## config.mk

```make
export PLATFORM = sky130hd
export DESIGN_NAME = combo_lock_fsm
export DESIGN_NICKNAME = d
export VERILOG_FILES = /design/src/rtl/combo_lock_fsm.sv
export SDC_FILE = /design/constraint.sdc
export NUM_CORES = 1
export LEC_CHECK = 0
export ABC_AREA = 1
export CAP_MARGIN = 40
export CORE_MARGIN = 8
export CORE_UTILIZATION = 45
export CTS_CLUSTER_DIAMETER = 200
export DETAILED_ROUTE_END_ITERATION = 8
export PLACE_DENSITY = 0.74
export REMOVE_ABC_BUFFERS = 1
export SYNTH_ARGS = -nofsm -noshare
export SYNTH_HDL_FRONTEND = slang
export SYNTH_SLANG_ARGS = --single-unit
export TNS_END_PERCENT = 5
```

## constraint.sdc

```tcl
create_clock -name clk -period 2.29 [get_ports clk]
set_clock_uncertainty 0.15 [all_clocks]
set_input_delay 0.458 -clock clk [delete_from_list [all_inputs] [get_ports clk]]
set_output_delay 0.458 -clock clk [all_outputs]
set_load 0.03 [all_outputs]
```

## src/rtl/combo_lock_fsm.sv

```systemverilog
// Combination-lock control core: debounced digit entry, code compare, alarm
// lockout and change-password sequencing, with a registered 3-bit display code.
module combo_lock_fsm #(
  parameter int                          DIGITS       = 4,
  parameter int                          DIGIT_W      = 4,
  parameter logic [DIGITS*DIGIT_W-1:0]   DEFAULT_CODE = 16'h1234,
  parameter int                          MAX_TRIES    = 3,
  parameter int                          OPEN_CYCLES  = 50000000,
  parameter int                          ALARM_CYCLES = 250000000
) (
  input  logic               clk,
  input  logic               resetn,
  input  logic [DIGIT_W-1:0] digit,
  input  logic               enter,
  input  logic               change,
  input  logic               lock,
  output logic [2:0]         state,
  output logic               unlocked,
  output logic               alarm,
  output logic [1:0]         fails
);

  localparam int CODE_W  = DIGITS * DIGIT_W;
  localparam int TMR_MAX = (OPEN_CYCLES > ALARM_CYCLES) ? OPEN_CYCLES : ALARM_CYCLES;
  localparam int TMR_W   = $clog2(TMR_MAX + 1);
  localparam int IDX_W   = $clog2(DIGITS);

  localparam logic [TMR_W-1:0] OPEN_LAST  = TMR_W'(OPEN_CYCLES - 1);
  localparam logic [TMR_W-1:0] ALARM_LAST = TMR_W'(ALARM_CYCLES - 1);
  localparam logic [IDX_W-1:0] IDX_LAST   = IDX_W'(DIGITS - 1);
  localparam logic [2:0]       TRIES_LIM  = 3'(MAX_TRIES);

  typedef enum logic [2:0] {
    ST_LOCKED = 3'b000,
    ST_ENTRY  = 3'b001,
    ST_ALARM  = 3'b010,
    ST_NEWPW  = 3'b011,
    ST_OPEN   = 3'b100
  } state_e;

  state_e             state_q, state_d;
  logic [IDX_W-1:0]   idx_q, idx_d;
  logic [TMR_W-1:0]   timer_q, timer_d;
  logic [1:0]         fails_q, fails_d;
  logic [CODE_W-1:0]  code_q, code_d;
  logic [CODE_W-1:0]  digits_q, digits_d;
  logic               enter_prev_q, enter_prev_d;
  logic               change_prev_q, change_prev_d;
  logic               unlocked_q, unlocked_d;
  logic               alarm_q, alarm_d;

  logic               press;
  logic               chg_press;
  logic               digits_we;
  logic [CODE_W-1:0]  full_code;

  always_comb begin
    press         = enter & ~enter_prev_q;
    chg_press     = change & ~change_prev_q;
    enter_prev_d  = enter;
    change_prev_d = change;
    // The final digit is still on the input, so splice it in for same-cycle compare/load.
    full_code     = {digits_q[CODE_W-1:DIGIT_W], digit};

    state_d   = state_q;
    idx_d     = idx_q;
    timer_d   = timer_q;
    fails_d   = fails_q;
    code_d    = code_q;
    digits_we = 1'b0;

    case (state_q)
      ST_LOCKED: begin
        idx_d = '0;
        if (press) begin
          digits_we = 1'b1;
          idx_d     = IDX_W'(1);
          state_d   = ST_ENTRY;
        end
      end
      ST_ENTRY: begin
        if (press) begin
          digits_we = 1'b1;
          if (idx_q == IDX_LAST) begin
            idx_d = '0;
            if (full_code == code_q) begin
              state_d = ST_OPEN;
              fails_d = '0;
            end else if (({1'b0, fails_q} + 3'd1) == TRIES_LIM) begin
              state_d = ST_ALARM;
            end else begin
              fails_d = fails_q + 2'd1;
              state_d = ST_LOCKED;
            end
          end else begin
            idx_d = idx_q + 1'b1;
          end
        end
      end
      ST_ALARM: begin
        timer_d = timer_q + 1'b1;
        if (timer_q == ALARM_LAST) begin
          state_d = ST_LOCKED;
          fails_d = '0;
        end
      end
      ST_OPEN: begin
        timer_d = timer_q + 1'b1;
        if (lock) begin
          state_d = ST_LOCKED;
        end else if (chg_press) begin
          state_d = ST_NEWPW;
          idx_d   = '0;
        end else if (timer_q == OPEN_LAST) begin
          state_d = ST_LOCKED;
        end
      end
      ST_NEWPW: begin
        if (lock) begin
          state_d = ST_LOCKED;
          idx_d   = '0;
        end else if (press) begin
          digits_we = 1'b1;
          if (idx_q == IDX_LAST) begin
            code_d  = full_code;
            idx_d   = '0;
            state_d = ST_OPEN;
          end else begin
            idx_d = idx_q + 1'b1;
          end
        end
      end
      default: begin
        state_d = ST_LOCKED;
        idx_d   = '0;
      end
    endcase

    if (state_d != state_q) timer_d = '0;

    // First-entered digit lands in the most significant slot.
    digits_d = digits_q;
    for (int i = 0; i < DIGITS; i++) begin
      if (digits_we && (idx_q == IDX_W'(i)))
        digits_d[(DIGITS-1-i)*DIGIT_W +: DIGIT_W] = digit;
    end

    unlocked_d = (state_d == ST_OPEN) || (state_d == ST_NEWPW);
    alarm_d    = (state_d == ST_ALARM);
  end

  always_ff @(posedge clk or negedge resetn) begin
    if (!resetn) begin
      state_q       <= ST_LOCKED;
      idx_q         <= '0;
      timer_q       <= '0;
      fails_q       <= '0;
      code_q        <= DEFAULT_CODE;
      enter_prev_q  <= 1'b1;
      change_prev_q <= 1'b1;
      unlocked_q    <= 1'b0;
      alarm_q       <= 1'b0;
    end else begin
      state_q       <= state_d;
      idx_q         <= idx_d;
      timer_q       <= timer_d;
      fails_q       <= fails_d;
      code_q        <= code_d;
      enter_prev_q  <= enter_prev_d;
      change_prev_q <= change_prev_d;
      unlocked_q    <= unlocked_d;
      alarm_q       <= alarm_d;
    end
  end

  // Entry buffer is pure data: every slot is rewritten before it is ever compared.
  always_ff @(posedge clk) begin
    digits_q <= digits_d;
  end

  assign state    = state_q;
  assign unlocked = unlocked_q;
  assign alarm    = alarm_q;
  assign fails    = fails_q;

endmodule

```

==> metrics.json <==
{
  "run_status": {
    "status": "completed"
  },
  "yosys": {
    "ys_seq_elements": 67,
    "ys_warn_count": 0,
    "synth_top_cells_by_area": "dfrtp_1 (31%), nand2_1 (14%), edfxtp_1 (9.2%)",
    "synth-edff-count": 12,
    "post_synth.cell_area_avg_um2": 7.671,
    "async_reset_ff_frac": 0.8209,
    "synth.top_cell.area_share": 0.3064,
    "ys_dominant_reg_cell": "dfrtp_1",
    "ys_top_cells_by_count": "nand2_1 (145), inv_1 (90), nor2_1 (61)",
    "postSynthCellCount": 511,
    "mappedNetlistArea_um2": 3920,
    "synth_most_common_cell": "nand2_1",
    "synth_sequential_area_ratio": 0.4453,
    "synthDistinctLibCells": 36,
    "synth_largest_area_cell": "dfrtp_1"
  },
  "place": {
    "pre_cts_ws_ns": -0.2725,
    "post-place-cells": 651,
    "gp_congestion": 0.8984,
    "detailed_place_hpwl_um": 6111,
    "number_of_port_buffers": 15
  },
  "clock_tree": {
    "clkSinkCount": 67,
    "cts-htree-levels": 3,
    "cts.path.max_buffers": 2,
    "cts_made_buffers": 9,
    "cts_tree": "yes",
    "insertion_delay_ns": 0.35,
    "buffer_cell_driving_the_clock_tree_root": "clkbuf_8",
    "path_clk_slew_ns": 0.08
  },
  "timing": {
    "worst_pin_slew_ns": 0.3998,
    "fmax_mhz": 466.6,
    "final.period_utilization": 0.9360,
    "slew_viol_final": 0,
    "post-route-worst-setup-slack_ns": 0.1466,
    "maxSlewHeadroom": 0.7310,
    "rsz0062_at_grt": "yes",
    "finalHoldViolations": 0,
    "period_minus_slack_ns": 2.143,
    "timing.final.setup_violations": 0
  },
  "die": {
    "floorplan.die_area_um2": 11950,
    "ios": 16,
    "chipHeight_um": 109.3,
    "num_rows": 34,
    "core_region_area_um2": 8593,
    "die_w_um": 109.3,
    "initial_core_util": 0.4562
  },
  "global_route": {
    "wire_length_of_the_first_global_routing_pass_um": 15090,
    "grt_overflow_total": 0,
    "antenna_found_initial": 0,
    "grt.busiest_layer": "met2",
    "grt_use_met2": 0.2817,
    "grt_max_degree": 56,
    "vias_in_the_first_global_route": 3440,
    "grt_met1_usage": 0.1771,
    "groute.layer.met3.usage": 0.03693,
    "groute.usage.overall": 0.1570
  },
  "critical_path": {
    "worstSetupPathType": "input pin to flop",
    "worst_path_largest_cell_delay_ns": 0.55,
    "timing.critical_path.buf_inv": 3,
    "slowest_library_cell_on_the_worst_path": "clkdlybuf4s50_1",
    "worstPathRequired_ns": 2.40,
    "critical_path.endpoint_type": "flop",
    "cp_max_fo": 16,
    "crit_path_frequent_cell": "nand2_1",
    "crit_path_cell_trace": "clkdlybuf4s50_1 -> inv_1 -> nand2_1 -> nand2_1 -> nor2_1 -> nand2_1 -> nor2_2 -> nand2_1 -> nand3_2 -> nand2_1 -> nand2_2 -> nand3_4 -> buf_12 -> nor3_1",
    "crit_arrival_ns": 2.25,
    "setup.worst_path.start_class": "input pin",
    "worst_path_dominant_cell_family": "simple AND/OR/NAND/NOR gates"
  },
  "routing": {
    "drt_first_pass_iters": 4,
    "residual_antenna_violating_net_count_after_detailed_routing": 0,
    "route.final.wire_length_um": 8353,
    "viasPerCell": 4.964,
    "drt_iter0_markers": 173,
    "routed_wire_length_per_instance_um": 12.50,
    "post_route_drc_violation_count": 0,
    "vias": 3316
  },
  "power": {
    "p_leak_uw": 0.002051,
    "combinationalPowerShare": 0.258,
    "netSwitchingFraction": 0.3315,
    "internal-power_uw": 2139,
    "power.clock.fraction": 0.312,
    "max-vdd-ir-drop_mv": 0.3865,
    "switching_power_uw": 1060,
    "seq_power_share": 0.430,
    "cellPowerDensity_nw_per_um2": 692.7
  },
  "final_layout": {
    "nNetsFinal": 570,
    "areaGrowthSynthToFinish_pct": 17.81,
    "final_cells": 668,
    "fraction_of_layout_cells_with_a_size_suffix_above_1": 0.1768,
    "antenna_cells_inserted": 0
  },
  "hold_path": {
    "hold_path.class": "input pin to flop"
  },
  "job": {
    "maxCapViolCount": 0
  }
}
## cells by family (layout without fill, tap and decap cells)
group           count (synthesis)  count (layout)  share of synthesized area
simple gates                  282             282                     0.3358
flops                          67              67                     0.4453
xor+xnor                       17              17                    0.03798
buf+inv                       104             153                     0.1076
fa+ha+maj                       6               6                    0.01915
mux                             1               1                   0.002554
compound gates                 34              34                    0.05171
## flip-flops by register name (all words and copies together), names as in the netlist
| register | count |
|---|---|
| enter_prev_q | 1 |
| state | 3 |
| fails | 2 |
| unlocked | 1 |
| digits_q | 12 |
| idx_q | 2 |
| change_prev_q | 1 |
| timer_q | 28 |
| code_q | 16 |
| alarm | 1 |
## worst register-to-register path, delay by kind of cell (launching register included)
family | cells | cell delay (ns)
simple gates | 11 | 1.13
flops | 1 | 0.55
buf+inv | 2 | 0.22
## final timing paths
check / from / end / slack, ns / cells past startpoint
min in group asynchronous: resetn / code_q[3]$_DFFE_PN0P_ / 0.48 / 3
hold reg to reg: code_q[2]$_DFFE_PN1P_ / code_q[2]$_DFFE_PN1P_ / 0.35 / 2
max in group asynchronous: resetn / enter_prev_q$_DFF_PN1_ / 1.21 / 3
hold / removal: digit[2] / digits_q[6]$_DFFE_PP_ / 0.26 / 1
setup / recovery: digit[3] / timer_q[19]$_DFFE_PN0P_ / 0.15 / 14
setup reg to reg: code_q[12]$_DFFE_PN1P_ / timer_q[19]$_DFFE_PN0P_ / 0.15 / 13
## power by group through the flow
stage                     logic, µW  clock network (µW)  registers, µW
after floorplan                 397                   0           1440
after global placement          784                   0           1390
after detailed placement        820                   0           1400
after CTS                       826                1030           1380
after global routing            914                1080           1390
final                           825                 998           1380
## layout make-up
class                      instances  area (µm²)
fill                             776        3975
sequential                        67        1745
multi-input combinational        340        1783
timing repair buffer              41       395.4
clock buffer                       9       123.9
inverter                          96       360.3
tap                              108       135.1
clock inverter                     7       75.07
## metrics by stage
step	utilization	power (µW)	TNS (ns)	hold WS [ns]	instance area, µm²
6_report	0.5374	3199	0	0.2645	4618
2_1_floorplan	-	1832	-8.432	0.01241	3859
3_5_place_dp	0.5093	2219	-6.421	0.3333	4377
5_1_grt	0.5374	3382	-0.002599	0.2590	4618
4_1_cts	0.5336	3230	0	0.3551	4586
3_3_place_gp	0.5093	2177	-3.591	0.3305	4377
## cell usage in the layout (no fill, tap or decap), types with 2 or more instances in the layout
| cell | count |
|---|---|
| nor2_2 | 9 |
| nand4_1 | 8 |
| dfrtp_1 | 48 |
| clkinvlp_4 | 3 |
| clkbuf_8 | 9 |
| dfstp_2 | 7 |
| nor4_1 | 4 |
| o21ai_0 | 24 |
| edfxtp_1 | 12 |
| clkdlybuf4s50_1 | 13 |
| nand2_1 | 144 |
| inv_1 | 90 |
| inv_2 | 6 |
| buf_12 | 4 |
| nand2_2 | 4 |
| ha_1 | 6 |
| nor3_1 | 13 |
| nor3_2 | 24 |
| inv_6 | 2 |
| a21oi_1 | 2 |
| buf_4 | 21 |
| xor2_1 | 16 |
| nand3_1 | 14 |
| nor2_1 | 57 |
## routing by layer
layer	up-vias	share of wire
met5	-	0
met4	0	0.010
met1	1601	0.44
li1	1664	-
met3	12	0.029
met2	39	0.52
## what timing repair did
action                                  4_1_cts  5_1_grt
gates resized for setup                       0        9
hold buffers                                  1        0
endpoints found under the setup margin        0       29
endpoints found under the hold margin        48        0
buffers inserted                              0        0
(Power assumes the default switching activity.)
==> RTL change, RTL diff (config.mk and constraints unchanged) <==
Put one more register stage on the output `alarm`, cleared by the reset. The value now appears one clock later. The other outputs are not delayed to match.
--- a/src/rtl/combo_lock_fsm.sv
+++ b/src/rtl/combo_lock_fsm.sv
@@ -180,7 +180,13 @@
 
   assign state    = state_q;
   assign unlocked = unlocked_q;
-  assign alarm    = alarm_q;
+  always_ff @(posedge clk or negedge resetn) begin
+    if (!resetn) begin
+      alarm <= '0;
+    end else begin
+      alarm <= alarm_q;
+    end
+  end
   assign fails    = fails_q;
 
 endmodule
Check against the original RTL: no difference found for any inputs over 10 cycles, from zero or initial values and one cycle with resetn low; that may be too few to reach the edited logic, so the function may still have changed.
==> RTL change against the original RTL <==
- non-clock buffer count is 1 higher
- final area is 2.1% lower
- synthesized cell count is 6.1% lower
- combinational power hardly changed
- fmax is 3.3% lower
- sequential cell count is 1 higher
- area after synthesis is 2.5% lower
- first-iteration DRC count is 17% lower
- worst setup slack worse by 0.072 ns
- sequential share of layout area is 1.4 points higher
- routed wire length is 2.6% lower
- power is 1.2% lower
- critical path type is now reg2out
- largest power group unchanged
==> RTL change: results (changes against the original RTL) <==
[worst_setup_path]
cp_max_fo = 6  ; -10
arrival_ns = 1.61  ; -0.64 ns
r2r-start = timer_q[0]
cpPeakStageDelay_ns = 0.74  ; +0.19 ns
r2r-end = timer_q[9]
critPathTopFamily = buffers and inverters
timing.reg2reg.setup_slack_ns = 0.19  ; +0.04 ns
crit_end = state[2]

[global_routing]
grt_start_max_net_pins = 57  ; +1.8%
grtUsageTotal_pct = 14.9  ; -0.83 points
grt_pass1_wl_mm = 14.1  ; -6.8%
antenna_found_initial = 0  ; unchanged

[placement]
dp_hpwl_mm = 6.00  ; -1.9%
placed_cells = 616  ; -5.4%
dpl_worst_slack_ns = -0.151  ; +0.121 ns
place.gp.congestion = 0.909  ; +1.1%

[yosys]
synth_common_cells = 126 x nand2_1, 76 x inv_1, 60 x nor2_1
synthTopCellsByArea = dfrtp_1 32%, nand2_1 12%, edfxtp_1 9.4%, inv_1 7.5%, nor2_1 5.9%
ys_async_sr_fraction_pct = 82.4  ; +0.26 points
synth.avg_cell_area_um2 = 7.96  ; +3.8%
synth_cell_types = 39  ; +8.3%
ys_seq_area_share_pct = 46.3  ; +1.8 points

[routing]
first_iter_violations = 143  ; -17%
ant_nets = 0  ; unchanged
firstDrtPassIters = 4  ; unchanged
num_vias = 3091  ; -6.8%
wl_per_cell_um = 12.8  ; +2.1%

[run_status]
status = completed

[sta]
setup_slack_ns = 0.0743  ; -0.0724 ns
worst_pin_slew_ns = 0.396  ; -0.00384 ns

[clock_tree]
htree_levels = 3  ; unchanged
cts_buffer_depth = 2  ; unchanged

[layout]
final_cells = 637  ; -4.6%
drive_gt1_share_pct = 18.8  ; +1.1 points
fill_cells = 762  ; -1.8%
antennaDiodeCount = 0  ; unchanged
fin_nets = 542  ; -4.9%
top_regs = timer_q: 28 flops, code_q: 16 flops, digits_q: 12 flops

[power_and_ir_drop]
leakage_nw = 2.05  ; -0.19%

[worst_hold_path]
hold_path.class = reg2reg

==> RTL change: how the worst min path moves through the flow <==
stage / startpoint / end / slack [ns] / cells past startpoint
global placement: alarm_q / alarm / 0.18 / 0
CTS: alarm_q / alarm / 0.21 / 0
global route: alarm_q / alarm / 0.22 / 0
floorplan: resetn / alarm / 0.01 / 0
detailed placement: alarm_q / alarm / 0.18 / 0
finish: alarm_q / alarm / 0.21 / 0
==> RTL change: per-layer routing <==
layer,global-route usage (%),wire [µm],vias to the layer above
li1,-,-,1572
met4,4.06,93,0
met3,4.05,370,11
met2,25.9,4240,60
met5,0,0,-
met1,17.5,3430,1448
==> RTL change: power breakdown <==
group,switching [W],internal (W),total [W]
Combinational,0.000464,0.000363,0.000827
Sequential,0.0000698,0.00131,0.00138
Clock,0.000490,0.000464,0.000954
Total,0.00102,0.00214,0.00316
==> RTL change: what timing repair did <==
item / 4_1_cts / 5_1_grt
hold buffers: 1 / 0
gates resized for setup: 0 / 5
setup endpoints to repair: 0 / 30
setup buffers: 0 / 3
hold endpoints to repair: 49 / 0
==> RTL change: logic make-up after synthesis <==
| kind of cell | count (synthesis) | share of synthesized area [%] |
|---|---|---|
| simple gates | 261 | 31.3 |
| mux | 2 | 0.556 |
| flops | 68 | 46.3 |
| fa+ha+maj | 6 | 1.96 |
| compound gates | 32 | 4.68 |
| xor+xnor | 24 | 5.50 |
| buf+inv | 87 | 9.69 |
==> RTL change: stage by stage <==
step,instance area [µm²],hold WS (ns),setup TNS (ns)
floorplan,3760,0.0124,0
global placement,4250,0.182,-3.16
detailed placement,4250,0.185,-4.04
CTS,4450,0.210,0
global route,4520,0.216,0
finish,4520,0.211,0
==> RTL change: layout make-up <==
cell class | instances | area share (%)
Inverter | 81 | 6.78
Multi-Input combinational cell | 325 | 37.6
Timing Repair Buffer | 42 | 9.24
Sequential cell | 68 | 39.2
Clock inverter | 6 | 0.996
Tap cell | 105 | 2.91
Clock buffer | 10 | 3.29
